[src/rtl/pe_traffic_node.sv]
// -----------------------------------------------------------------------------
// pe_traffic_node
//
// Processing element that sits on a router's local port. It injects
// single-flit packets under credit-based flow control and sinks ejected flits,
// exposing the last received payload and a running receive count. Used as the
// traffic source/sink for NoC bring-up and regression.
//
// Flit format (20 bits):
//   [19:18] dest cluster, [17:16] dest local, [15:0] payload
//   payload [15:12] = source ID {my_cluster, my_local}, [11:0] = sequence no.
//
// Parameters:
//   CREDITS   depth of the router's local input buffer (initial/max credits)
//   NUM_PKTS  packets injected per start pulse (1..4095)
//   GAP       idle cycles between successive injections (0..255)
//
// Ports:
//   clk         system clock, rising edge
//   rst         asynchronous active-low reset
//   my_cluster  this node's cluster ID
//   my_local    this node's local ID
//   start       one-cycle pulse starting an injection run (IDLE/DONE only)
//   datain      ejected flit from the router
//   in_valid    datain valid; accepted every cycle, never backpressured
//   ci          credit return, one pulse per freed router slot
//   dataout     injected flit (holds its value when out_valid is low)
//   out_valid   dataout valid
//   read        payload of the last accepted received flit
//   rx_count    received-flit counter, wraps 4095 -> 0
//   done        high while the injector is in DONE
//   credit_err  sticky: ci arrived while credits were already full
//   misroute    (PE_CHECK_EN only) sticky: a received flit was not addressed
//               to this node, or claims this node as its source
//
// Build option:
//   PE_CHECK_EN  when defined, adds the misroute port and its checker.
// -----------------------------------------------------------------------------
module pe_traffic_node #(
    parameter int CREDITS  = 4,
    parameter int NUM_PKTS = 16,
    parameter int GAP      = 3
) (
    input  logic        clk,
    input  logic        rst,
    input  logic [1:0]  my_cluster,
    input  logic [1:0]  my_local,
    input  logic        start,
    input  logic [19:0] datain,
    input  logic        in_valid,
    input  logic        ci,
    output logic [19:0] dataout,
    output logic        out_valid,
    output logic [15:0] read,
    output logic [11:0] rx_count,
    output logic        done,
    output logic        credit_err
`ifdef PE_CHECK_EN
    ,
    output logic        misroute
`endif
);

    // -------------------------------------------------------------------------
    // Constants
    // -------------------------------------------------------------------------
    localparam int CW = $clog2(CREDITS + 1);

    localparam logic [CW-1:0] CRED_MAX  = CW'(CREDITS);
    localparam logic [CW-1:0] CRED_ONE  = CW'(1);
    localparam logic [11:0]   SEQ_LAST  = 12'(NUM_PKTS - 1);
    localparam logic [7:0]    GAP_LOAD  = 8'(GAP);

    localparam logic [1:0] ST_IDLE = 2'd0;
    localparam logic [1:0] ST_SEND = 2'd1;
    localparam logic [1:0] ST_GAP  = 2'd2;
    localparam logic [1:0] ST_DONE = 2'd3;

    // -------------------------------------------------------------------------
    // State
    // -------------------------------------------------------------------------
    logic [1:0]    r_state;
    logic [CW-1:0] r_credits;
    logic [11:0]   r_seq;
    logic [3:0]    r_dest;
    logic [7:0]    r_gap;
    logic [19:0]   r_dataout;
    logic          r_out_valid;
    logic          r_credit_err;
    logic [15:0]   r_read;
    logic [11:0]   r_rx_count;

    // -------------------------------------------------------------------------
    // Combinational decode
    // -------------------------------------------------------------------------
    logic [3:0] w_own_id;
    logic       w_start_ok;
    logic       w_send;
    logic       w_last;
    logic [3:0] w_dest_inc;
    logic [3:0] w_dest_next;
    logic [1:0] w_state_next;

    assign w_own_id   = {my_cluster, my_local};
    assign w_start_ok = start && ((r_state == ST_IDLE) || (r_state == ST_DONE));

    // A send happens on the SEND-state edge whenever at least one router slot
    // is free; the flit becomes visible on dataout the following cycle.
    assign w_send = (r_state == ST_SEND) && (r_credits != '0);
    assign w_last = (r_seq == SEQ_LAST);

    // Advance the destination, skipping our own ID so we never target self.
    assign w_dest_inc  = r_dest + 4'd1;
    assign w_dest_next = (w_dest_inc == w_own_id) ? (r_dest + 4'd2) : w_dest_inc;

    // NOTE: every signal assigned in always_comb gets a default first so that
    // no path leaves it unassigned, which would otherwise infer a latch.
    always_comb begin
        w_state_next = r_state;
        case (r_state)
            ST_IDLE: begin
                if (w_start_ok) w_state_next = ST_SEND;
            end
            ST_SEND: begin
                if (w_send) begin
                    if (w_last)          w_state_next = ST_DONE;
                    else if (GAP == 0)   w_state_next = ST_SEND;
                    else                 w_state_next = ST_GAP;
                end
            end
            ST_GAP: begin
                // Counter was loaded with GAP on the send edge; leaving at 1
                // yields exactly GAP idle output cycles between flits.
                if (r_gap <= 8'd1) w_state_next = ST_SEND;
            end
            ST_DONE: begin
                if (w_start_ok) w_state_next = ST_SEND;
            end
            default: w_state_next = ST_IDLE;
        endcase
    end

    // -------------------------------------------------------------------------
    // Injection FSM and datapath
    // -------------------------------------------------------------------------
    // NOTE: sequential state uses non-blocking assignments so every register
    // samples the pre-edge values, independent of statement order.
    always_ff @(posedge clk or negedge rst) begin
        if (!rst) begin
            r_state     <= ST_IDLE;
            r_seq       <= '0;
            r_dest      <= '0;
            r_gap       <= '0;
            r_dataout   <= '0;
            r_out_valid <= 1'b0;
        end else begin
            r_state     <= w_state_next;
            r_out_valid <= 1'b0;

            if (w_start_ok) begin
                r_seq  <= '0;
                r_dest <= w_own_id + 4'd1;
            end else if (w_send) begin
                r_dataout   <= {r_dest, w_own_id, r_seq};
                r_out_valid <= 1'b1;
                r_seq       <= r_seq + 12'd1;
                r_dest      <= w_dest_next;
                r_gap       <= GAP_LOAD;
            end else if (r_state == ST_GAP) begin
                r_gap <= r_gap - 8'd1;
            end
        end
    end

    // -------------------------------------------------------------------------
    // Credit counter: send consumes, ci returns; both together cancel out.
    // Credits survive a DONE -> SEND restart; only reset refills them.
    // -------------------------------------------------------------------------
    always_ff @(posedge clk or negedge rst) begin
        if (!rst) begin
            r_credits    <= CRED_MAX;
            r_credit_err <= 1'b0;
        end else begin
            if (w_send && !ci) begin
                r_credits <= r_credits - CRED_ONE;
            end else if (ci && !w_send) begin
                if (r_credits == CRED_MAX) r_credit_err <= 1'b1;
                else                       r_credits    <= r_credits + CRED_ONE;
            end
        end
    end

    // -------------------------------------------------------------------------
    // Receive path: independent of injection, never backpressures.
    // -------------------------------------------------------------------------
    always_ff @(posedge clk or negedge rst) begin
        if (!rst) begin
            r_read     <= '0;
            r_rx_count <= '0;
        end else if (in_valid) begin
            r_read     <= datain[15:0];
            r_rx_count <= r_rx_count + 12'd1;
        end
    end

`ifdef PE_CHECK_EN
    // Flag flits addressed elsewhere or claiming to originate from this node.
    logic r_misroute;
    logic w_bad_flit;

    assign w_bad_flit = (datain[19:16] != w_own_id) || (datain[15:12] == w_own_id);

    always_ff @(posedge clk or negedge rst) begin
        if (!rst) begin
            r_misroute <= 1'b0;
        end else if (in_valid && w_bad_flit) begin
            r_misroute <= 1'b1;
        end
    end

    assign misroute = r_misroute;
`endif

    // -------------------------------------------------------------------------
    // Outputs
    // -------------------------------------------------------------------------
    assign dataout    = r_dataout;
    assign out_valid  = r_out_valid;
    assign read       = r_read;
    assign rx_count   = r_rx_count;
    assign done       = (r_state == ST_DONE);
    assign credit_err = r_credit_err;

endmodule

[config.mk]
export PLATFORM = sky130hd
export DESIGN_NAME = pe_traffic_node
export DESIGN_NICKNAME = d
export VERILOG_FILES = /design/src/rtl/pe_traffic_node.sv
export SDC_FILE = /design/constraint.sdc
export NUM_CORES = 1
export LEC_CHECK = 0
export CAP_MARGIN = 40
export CELL_PAD_IN_SITES_DETAIL_PLACEMENT = 0
export CELL_PAD_IN_SITES_GLOBAL_PLACEMENT = 2
export CORE_MARGIN = 2
export CORE_UTILIZATION = 34
export DETAILED_ROUTE_END_ITERATION = 8
export PLACE_DENSITY = 0.93
export RECOVER_POWER = 100
export SLEW_MARGIN = 20
export SYNTH_ARGS = -nofsm -noshare
export SYNTH_HDL_FRONTEND = slang
export SYNTH_SLANG_ARGS = --single-unit
export TNS_END_PERCENT = 5
[constraint.sdc]
create_clock -name clk -period 7.6 [get_ports clk]
set_input_delay 1.52 -clock clk [delete_from_list [all_inputs] [get_ports clk]]
set_output_delay 1.52 -clock clk [all_outputs]
set_load 0.1 [all_outputs]
==> results of run 1 <==
path summary, 6_finish.rpt:
kind | endpoint | slack [ns] | cells past startpoint
max | dataout[5] | 2.90 | 2
min | credit_err | 0.47 | 1
max reg2reg | r_dest[1] | 4.15 | 8
min reg2reg | credit_err | 0.47 | 1
max in group clk | r_dest[1] | 3.45 | 8
min in group asynchronous | rx_count[7] | 1.73 | 1
worst reg2reg max path, delay by kind of cell (launching register included):
family	cells	cell delay, ns
buffers and inverters	3	1.52
AO/OA/AOI/OAI	2	0.78
AND/OR/NAND/NOR	3	0.60
flip-flops	1	0.46
registers in the layout (all words and copies together) (netlist names):
name / flops
rx_count: 12
r_seq: 12
credit_err: 1
read: 16
r_credits: 3
r_dest: 4
out_valid: 1
r_gap: 8
dataout: 20
r_state: 2
cells in the mapped netlist, types with 2 or more instances:
library cell / count / area share, %
dfrtp_1: 78 / 54
xnor2_1: 18 / 4.3
a31oi_1: 4 / 0.69
mux2_2: 17 / 5.2
a21oi_1: 7 / 0.96
xor2_1: 20 / 4.8
clkbuf_1: 6 / 0.62
nor4_1: 3 / 0.51
ha_1: 12 / 4.1
inv_1: 9 / 0.93
nand4_1: 7 / 1.2
buf_1: 4 / 0.41
a211oi_1: 2 / 0.41
nor2_1: 34 / 3.5
and3_1: 4 / 0.69
o21ai_1: 2 / 0.27
nand3_1: 13 / 1.8
inv_2: 3 / 0.31
a311o_1: 2 / 0.55
nand2_1: 74 / 7.6
nor3_1: 7 / 0.96
final cells by class:
type	count	area, um2
Fill cell	980	5323
Multi-Input combinational cell	246	1575
Clock buffer	11	131.4
Inverter	12	45.04
Tap cell	136	170.2
Sequential cell	79	1978
Timing Repair Buffer	129	1066
Clock inverter	5	81.33
metal layers:
| layer | up-vias | GRT usage, % | wire (um) |
|---|---|---|---|
| li1 | 1426 | - | - |
| met1 | 1419 | 19.50 | 3837 |
| met2 | 74 | 25.97 | 4124 |
| met3 | 9 | 3.571 | 375 |
| met4 | 0 | 5.495 | 110 |
| met5 | - | 0 | 0 |
metrics by stage:
| stage | area (um2) | setup WS, ns |
|---|---|---|
| global route | 5047 | 2.109 |
| finish | 5047 | 2.903 |
| floorplan | 3647 | 4.867 |
| CTS | 5597 | 3.927 |
| detailed placement | 5384 | 3.548 |
| global placement | 4521 | 3.579 |
power by group through the flow:
stage | Combinational, uW | Sequential, uW | Clock, uW
5_1_grt | 1220 | 637 | 371
6_report | 1140 | 620 | 343
3_3_place_gp | 1050 | 624 | 0
3_5_place_dp | 1300 | 629 | 0
4_1_cts | 1300 | 621 | 353
2_1_floorplan | 434 | 1010 | 0
logic make-up (layout without fill, tap and decap cells):
family,after synthesis,count (layout)
simple gates,147,147
flops,79,79
xor+xnor,38,38
compound gates,30,30
buf+inv,23,157
mux,18,18
fa+ha+maj,13,13
==> results.json, run 1 <==
{
  "status": "finished, violations left",
  "violations": "max-capacitance violations, max-slew violations",
  "hold_path_class": "flop to flop",
  "intPower_uw": 1054,
  "cts_sinks": 79,
  "seqPwrFrac_pct": 29.5,
  "drtAntennaViolNets": 0,
  "post_cts.repair.setup_buffers": 0,
  "avgRoutedWirePerCell_um": 13.67,
  "grt_setup_unrepaired": "no",
  "vias_per_cell": 4.738,
  "cp-startpoint": "rst",
  "peakVddDrop_mv": 0.2874,
  "worstPathCellList": "clkbuf_1 > clkbuf_1",
  "swShare_pct": 49.82,
  "hold_violations": 0,
  "synth_edf_count": 0,
  "postCtsHoldBufs": 0,
  "skew_ns": 0.01295,
  "nNetsFinal": 519,
  "cap_violations": 2,
  "antenna_found_initial": 0,
  "p_leak_uw": 0.002274,
  "clock-root-buffer": "clkbuf_8",
  "syn_nets": 390,
  "slew_violations": 82,
  "drc_errors": 0,
  "synth_seq_cells": 79,
  "switchingPower_uw": 1047,
  "final_common_cell": "dfrtp_1",
  "synth_compound_area_share_pct": 6.587,
  "cts_buffers": 9,
  "drtIter0Drc": 88,
  "dp_hpwl_um": 6151,
  "path_clk_slew_ns": 0.07,
  "cp_slowest_stage_delay_ns": 1.72,
  "port_buffers": 75,
  "synth_xor_area_share_pct": 9.125,
  "powerDensity_mw_per_mm2": 416.3,
  "power.share.clock_pct": 16.3,
  "num_rows": 37,
  "place.gp.congestion": 0.8149,
  "place_inst": 601,
  "final_util_pct": 48.67,
  "clk_latency_ns": 0.34,
  "fp.dieW_um": 107.6,
  "slew_headroom_pct": -52.52,
  "synth-simple-area-share_pct": 17.39,
  "firstDrtPassIters": 4,
  "vias": 2928,
  "crit_type": "primary input to async pin",
  "syn_inst": 348,
  "drt_wl_total_um": 8447,
  "synthFlopType": "dfrtp_1",
  "seq_area_frac_synth_pct": 54.24,
  "start_util_pct": 35.17,
  "netlist_area_mm2": 0.003647,
  "first_global_vias": 3008,
  "setup_viol": 0,
  "cp.arrival_ns": 4.68,
  "die_h_um": 107.6,
  "critPathMostFrequentCell": "clkbuf_1",
  "cts_resized": 0,
  "cts_htree_levels": 3,
  "drive_gt1_share_pct": 9.129,
  "die-area_mm2": 0.01157,
  "post-route-period-util_pct": 61.80,
  "grt_max_degree": 43,
  "critical_path_buf_inv_count": 2,
  "yosys_warnings": 0,
  "synthDistinctLibCells": 43,
  "power_uw": 2101,
  "cts_tree": "built",
  "core_area_mm2": 0.01037,
  "cp.required_ns": 7.58,
  "synth_top_family_by_area": "simple AND/OR/NAND/NOR gates",
  "critPathLaunchType": "primary input",
  "cts.path.max_buffers": 2,
  "n_antenna_cell": 0,
  "fmax_mhz": 212.9,
  "finalNonFillerCells": 618,
  "critPathSlowestCell": "clkbuf_1",
  "synthArstFlopShare_pct": 100.0,
  "crit_family": "buffers and inverters",
  "crit_fanout": 42,
  "num_io_pins": 80,
  "area_growth_pct": 38.39,
  "end_kind": "async pin",
  "min_period_ns": 4.697,
  "r2r_start": "r_credits[0]",
  "min_from": "credit_err",
  "grt_usage_pct": 15.46,
  "synthAdderAreaFrac_pct": 4.666,
  "setup_tns_ns": 0,
  "pwr-share-comb_pct": 54.2,
  "grt_pass1_wl_um": 14280,
  "grt_overflow": 0,
  "muxShareOfSynthArea_pct": 5.523,
  "synth.avg_cell_area_um2": 10.48,
  "final_cell_mix": "dfrtp_1 (78), nand2_1 (74), clkdlybuf4s50_1 (65)",
  "worst_pin_slew_ns": 2.288,
  "worst_hold_slack_ns": 0.4723
}
Power figures use the tool's default switching activity.
==> run 2, diff against run 1 <==
--- a/config.mk
+++ b/config.mk
@@ -9,9 +9,9 @@
 export CELL_PAD_IN_SITES_DETAIL_PLACEMENT = 0
 export CELL_PAD_IN_SITES_GLOBAL_PLACEMENT = 2
 export CORE_MARGIN = 2
-export CORE_UTILIZATION = 34
+export CORE_UTILIZATION = 32
 export DETAILED_ROUTE_END_ITERATION = 8
-export PLACE_DENSITY = 0.93
+export PLACE_DENSITY = 0.89
 export RECOVER_POWER = 100
 export SLEW_MARGIN = 20
 export SYNTH_ARGS = -nofsm -noshare
==> constraint.sdc (replaced) <==
create_clock -name clk -period 4.6 [get_ports clk]
set_input_delay 0.92 -clock clk [delete_from_list [all_inputs] [get_ports clk]]
set_output_delay 0.92 -clock clk [all_outputs]
set_load 0.1 [all_outputs]
==> results.json, run 2 (synthesis results as in run 1) <==
{
  "status": "finished, violations left",
  "violations": "max-capacitance violations, max-slew violations",
  "largest_reg_flops": 20,
  "drive_gt1_share_pct": 8.506,
  "hold-path-cell-count": 2,
  "cts.path.max_buffers": 2,
  "end_kind": "output pin",
  "clock-root-buffer": "clkbuf_16",
  "nNetsFinal": 519,
  "hold_path_class": "flop to flop",
  "post_cts.repair.setup_buffers": 0,
  "drtIter0Drc": 129,
  "fp.dieW_um": 110.8,
  "die-area_mm2": 0.01227,
  "drtAntennaViolNets": 0,
  "cp.required_ns": 3.68,
  "grt_usage_pct": 14.36,
  "drt_wl_total_um": 8417,
  "dp_hpwl_um": 5969,
  "register_area_mm2": 0.001978,
  "min_period_ns": 3.172,
  "switchingPower_uw": 1722,
  "post-route-period-util_pct": 68.96,
  "crit_fanout": 4,
  "grt_overflow": 0,
  "core_area_mm2": 0.01098,
  "grt_max_degree": 44,
  "reg2reg_depth": 9,
  "n_antenna_cell": 0,
  "min_from": "dataout[12]",
  "pwr-share-comb_pct": 53.3,
  "fmax_mhz": 315.2,
  "peakVddDrop_mv": 0.5228,
  "cts_tree": "built",
  "seqPwrFrac_pct": 28.4,
  "cp.arrival_ns": 2.25,
  "setup_tns_ns": 0,
  "vias_per_cell": 4.638,
  "avgRoutedWirePerCell_um": 13.53,
  "crit_type": "flop to output pin",
  "first_global_vias": 2989,
  "start_util_pct": 33.21,
  "power.share.clock_pct": 18.3,
  "drc_errors": 0,
  "powerDensity_mw_per_mm2": 699.5,
  "cp_slowest_stage_delay_ns": 0.86,
  "grt_setup_unrepaired": "no",
  "worst_pin_slew_ns": 2.121,
  "critPathSlowestCell": "clkbuf_1",
  "r2r-end": "r_credits[2]",
  "area_growth_pct": 40.41,
  "power_uw": 3582,
  "place.gp.congestion": 0.7974,
  "cts_resized": 0,
  "place_inst": 606,
  "final_cell_mix": "dfrtp_1 (78), nand2_1 (74), clkdlybuf4s50_1 (66)",
  "cap_violations": 1,
  "slew_headroom_pct": -41.43,
  "vias": 2885,
  "slew_violations": 37,
  "num_io_pins": 80,
  "multi_input_area_mm2": 0.001558,
  "worstPathCellList": "ha_1 > clkdlybuf4s50_1 > clkbuf_1",
  "r2r_start": "r_credits[0]",
  "postCtsHoldBufs": 0,
  "port_buffers": 75,
  "num_rows": 38,
  "worst_hold_slack_ns": 0.4691,
  "critPathLaunchType": "flop",
  "r2r_setup_slack_ns": 1.48,
  "intPower_uw": 1860,
  "swShare_pct": 48.08,
  "holdPathEnd": "dataout[12]",
  "antenna_found_initial": 0,
  "path_clk_slew_ns": 0.05,
  "p_leak_uw": 0.002318,
  "final_common_cell": "dfrtp_1",
  "firstDrtPassIters": 4,
  "setup_viol": 0,
  "skew_ns": 0.003227,
  "hold_violations": 0,
  "nFillCells": 1032,
  "finalNonFillerCells": 622,
  "grt_pass1_wl_um": 14410,
  "cts_htree_levels": 3,
  "die_h_um": 110.8,
  "cts_sinks": 79,
  "clk_latency_ns": 0.33,
  "cts_buffers": 9
}
-- run 2: through the flow --
stage          area [um2]  worst slack, ns  utilization, %
4_1_cts              5675            2.007           51.67
2_1_floorplan        3647            2.218               -
5_1_grt              5121            1.066           46.63
6_report             5121            1.428           46.63
3_5_place_dp         5404            1.900           49.20
3_3_place_gp         4533            1.561           41.27
-- run 2: power groups by stage --
stage	Clock (uW)	Combinational [uW]	Sequential (uW)
floorplan	0	717	1680
global placement	0	1760	1030
detailed placement	0	2170	1040
CTS	676	2180	1030
global route	705	2060	1040
finish	654	1910	1020
-- run 2: how the worst max path moves through the flow --
stage	startpoint	end	depth (start not counted)
final	r_state[1]	done	3
after detailed placement	ci	r_credits[2]	9
after CTS	r_state[1]	done	3
after floorplan	r_state[1]	r_credits[2]	12
after global placement	in_valid	rx_count[11]	6
after global routing	r_credits[0]	r_dest[1]	7
-- run 2: worst max-delay path: cells and delay by family, from the launching register on --
family | cells | cell delay, ns
buffers and inverters | 2 | 1.33
DFF | 1 | 0.40
adders and majority gates | 1 | 0.18
-- run 2: layout make-up --
cell class              count  area share [%]
multi-input cells         246           30.42
clock buffers              16           5.302
flip-flops and latches     79           38.63
repair buffers            129           21.35
well taps                 140           3.420
inverters                  12          0.8796
-- run 2: per-layer routing --
metal  track usage, %  routed length [um]  vias to the layer above
li1                 -                   -                     1421
met1            17.58                3949                     1381
met2            23.89                3954                       73
met3            4.429                 385                       10
met4            5.250                 128                        0
met5                0                   0                        -
==> run 3, diff against run 2 <==
==> constraint.sdc (replaced) <==
create_clock -name clk -period 3.25 [get_ports clk]
set_input_delay 0.65 -clock clk [delete_from_list [all_inputs] [get_ports clk]]
set_output_delay 0.65 -clock clk [all_outputs]
set_load 0.1 [all_outputs]
==> results.json, run 3 (synthesis results as in run 1) <==
{
  "status": "finished, violations left",
  "violations": "max-capacitance violations, max-slew violations",
  "hold_violations": 0,
  "worst_pin_slew_ns": 2.064,
  "path_clk_slew_ns": 0.06,
  "num_rows": 38,
  "fmax_mhz": 408.5,
  "setup_tns_ns": 0,
  "p_leak_uw": 0.002077,
  "drtIter0Drc": 97,
  "crit_family": "buffers and inverters",
  "cts_tree": "built",
  "skew_ns": 0.01107,
  "hold_path_class": "flop to flop",
  "postCtsHoldBufs": 0,
  "crit_type": "primary input to flop",
  "clock-root-buffer": "clkbuf_16",
  "core_area_mm2": 0.01098,
  "first_global_vias": 2724,
  "critPathMostFrequentCell": "nand2_1",
  "drive_gt1_share_pct": 9.007,
  "critPathLaunchType": "primary input",
  "slew_headroom_pct": -37.62,
  "crit_fanout": 27,
  "post-route-period-util_pct": 75.32,
  "critPathSlowestCell": "inv_1",
  "powerDensity_mw_per_mm2": 1054,
  "die_h_um": 110.8,
  "nFillCells": 1136,
  "final_common_cell": "dfrtp_1",
  "area_growth_pct": 23.95,
  "worst_hold_slack_ns": 0.4780,
  "clk_latency_ns": 0.33,
  "critical_path_buf_inv_count": 2,
  "drc_errors": 0,
  "avgRoutedWirePerCell_um": 13.73,
  "drt_wl_total_um": 7868,
  "fp.dieW_um": 110.8,
  "min_period_ns": 2.448,
  "grt_overflow": 0,
  "port_buffers": 75,
  "dp_hpwl_um": 5429,
  "setup_viol": 0,
  "place.gp.congestion": 0.7394,
  "drtAntennaViolNets": 0,
  "grt_max_degree": 43,
  "peakVddDrop_mv": 0.8915,
  "firstDrtPassIters": 5,
  "vias": 2739,
  "cts_buffers": 9,
  "cts_resized": 0,
  "cp.required_ns": 3.45,
  "worstPathCellList": "dlygate4sd3_1 > nand2_1 > nand2_1 > inv_1 > nand2_1 > nor2_1 > a211oi_1",
  "grt_setup_unrepaired": "no",
  "antenna_found_initial": 0,
  "cp.arrival_ns": 2.65,
  "multi_input_area_mm2": 0.001558,
  "cap_violations": 1,
  "final_cell_mix": "dfrtp_1 (78), nand2_1 (74), clkbuf_1 (56)",
  "grt_usage_pct": 13.49,
  "n_antenna_cell": 0,
  "nNetsFinal": 470,
  "cts_htree_levels": 3,
  "cts.path.max_buffers": 2,
  "register_area_mm2": 0.001978,
  "grt_pass1_wl_um": 13550,
  "post_cts.repair.setup_buffers": 0,
  "cp_slowest_stage_delay_ns": 0.65,
  "slew_violations": 38,
  "r2r_setup_slack_ns": 0.93,
  "largest_reg_flops": 20,
  "vias_per_cell": 4.780,
  "end_kind": "flop",
  "cts_sinks": 79,
  "start_util_pct": 33.21,
  "die-area_mm2": 0.01227,
  "num_io_pins": 80
}
## run 3: path summary, 6_finish.rpt
check,from,end,cells after the start
min in group asynchronous,rst,rx_count[10],1
min,dataout[5],dataout[5],2
min reg2reg,dataout[5],dataout[5],2
max reg2reg,r_state[0],r_dest[1],8
max,start,r_dest[1],7
max in group asynchronous,rst,dataout[10],1
## run 3: per-layer routing
metal / track usage (%) / up-vias / routed length (um)
met5: 0 / - / 0
met3: 3.773 / 11 / 441
met1: 18.27 / 1315 / 3758
met2: 20.90 / 87 / 3557
li1: - / 1326 / -
met4: 4.500 / 0 / 110
## run 3: worst reg2reg max path, cell delays in order, from the launching register on
cell      delay [ns]
dfrtp_1         0.39
inv_1           0.06
ha_1            0.31
nand2_1         0.28
nand2_1         0.12
inv_1           0.65
nand2_1         0.18
nor2_1          0.13
a211oi_1        0.07
## run 3: power by group
group | internal, uW | switching, uW
combinational | 523 | 1810
clock | 596 | 398
sequential | 1220 | 224
total | 2340 | 2430
## run 3: cell type report
| class | count | share of cell area [%] |
|---|---|---|
| sequential | 79 | 43.76 |
| clock buffer | 11 | 5.148 |
| inverter | 12 | 0.9964 |
| timing repair buffer | 80 | 10.52 |
| multi-input combinational | 246 | 34.46 |
| clock inverter | 5 | 1.246 |
| tap | 140 | 3.875 |
## run 3: stage by stage
stage	std cells	utilization (%)	total power (uW)	cell area [um2]	worst slack [ns]
5_1_grt	573	41.16	5059	4521	0.6036
3_3_place_gp	556	40.32	3922	4428	0.8628
4_1_cts	573	43.20	4988	4745	1.118
2_1_floorplan	348	-	3385	3647	0.8677
6_report	573	41.16	4765	4521	0.8020
3_5_place_dp	557	40.57	3976	4456	0.8276
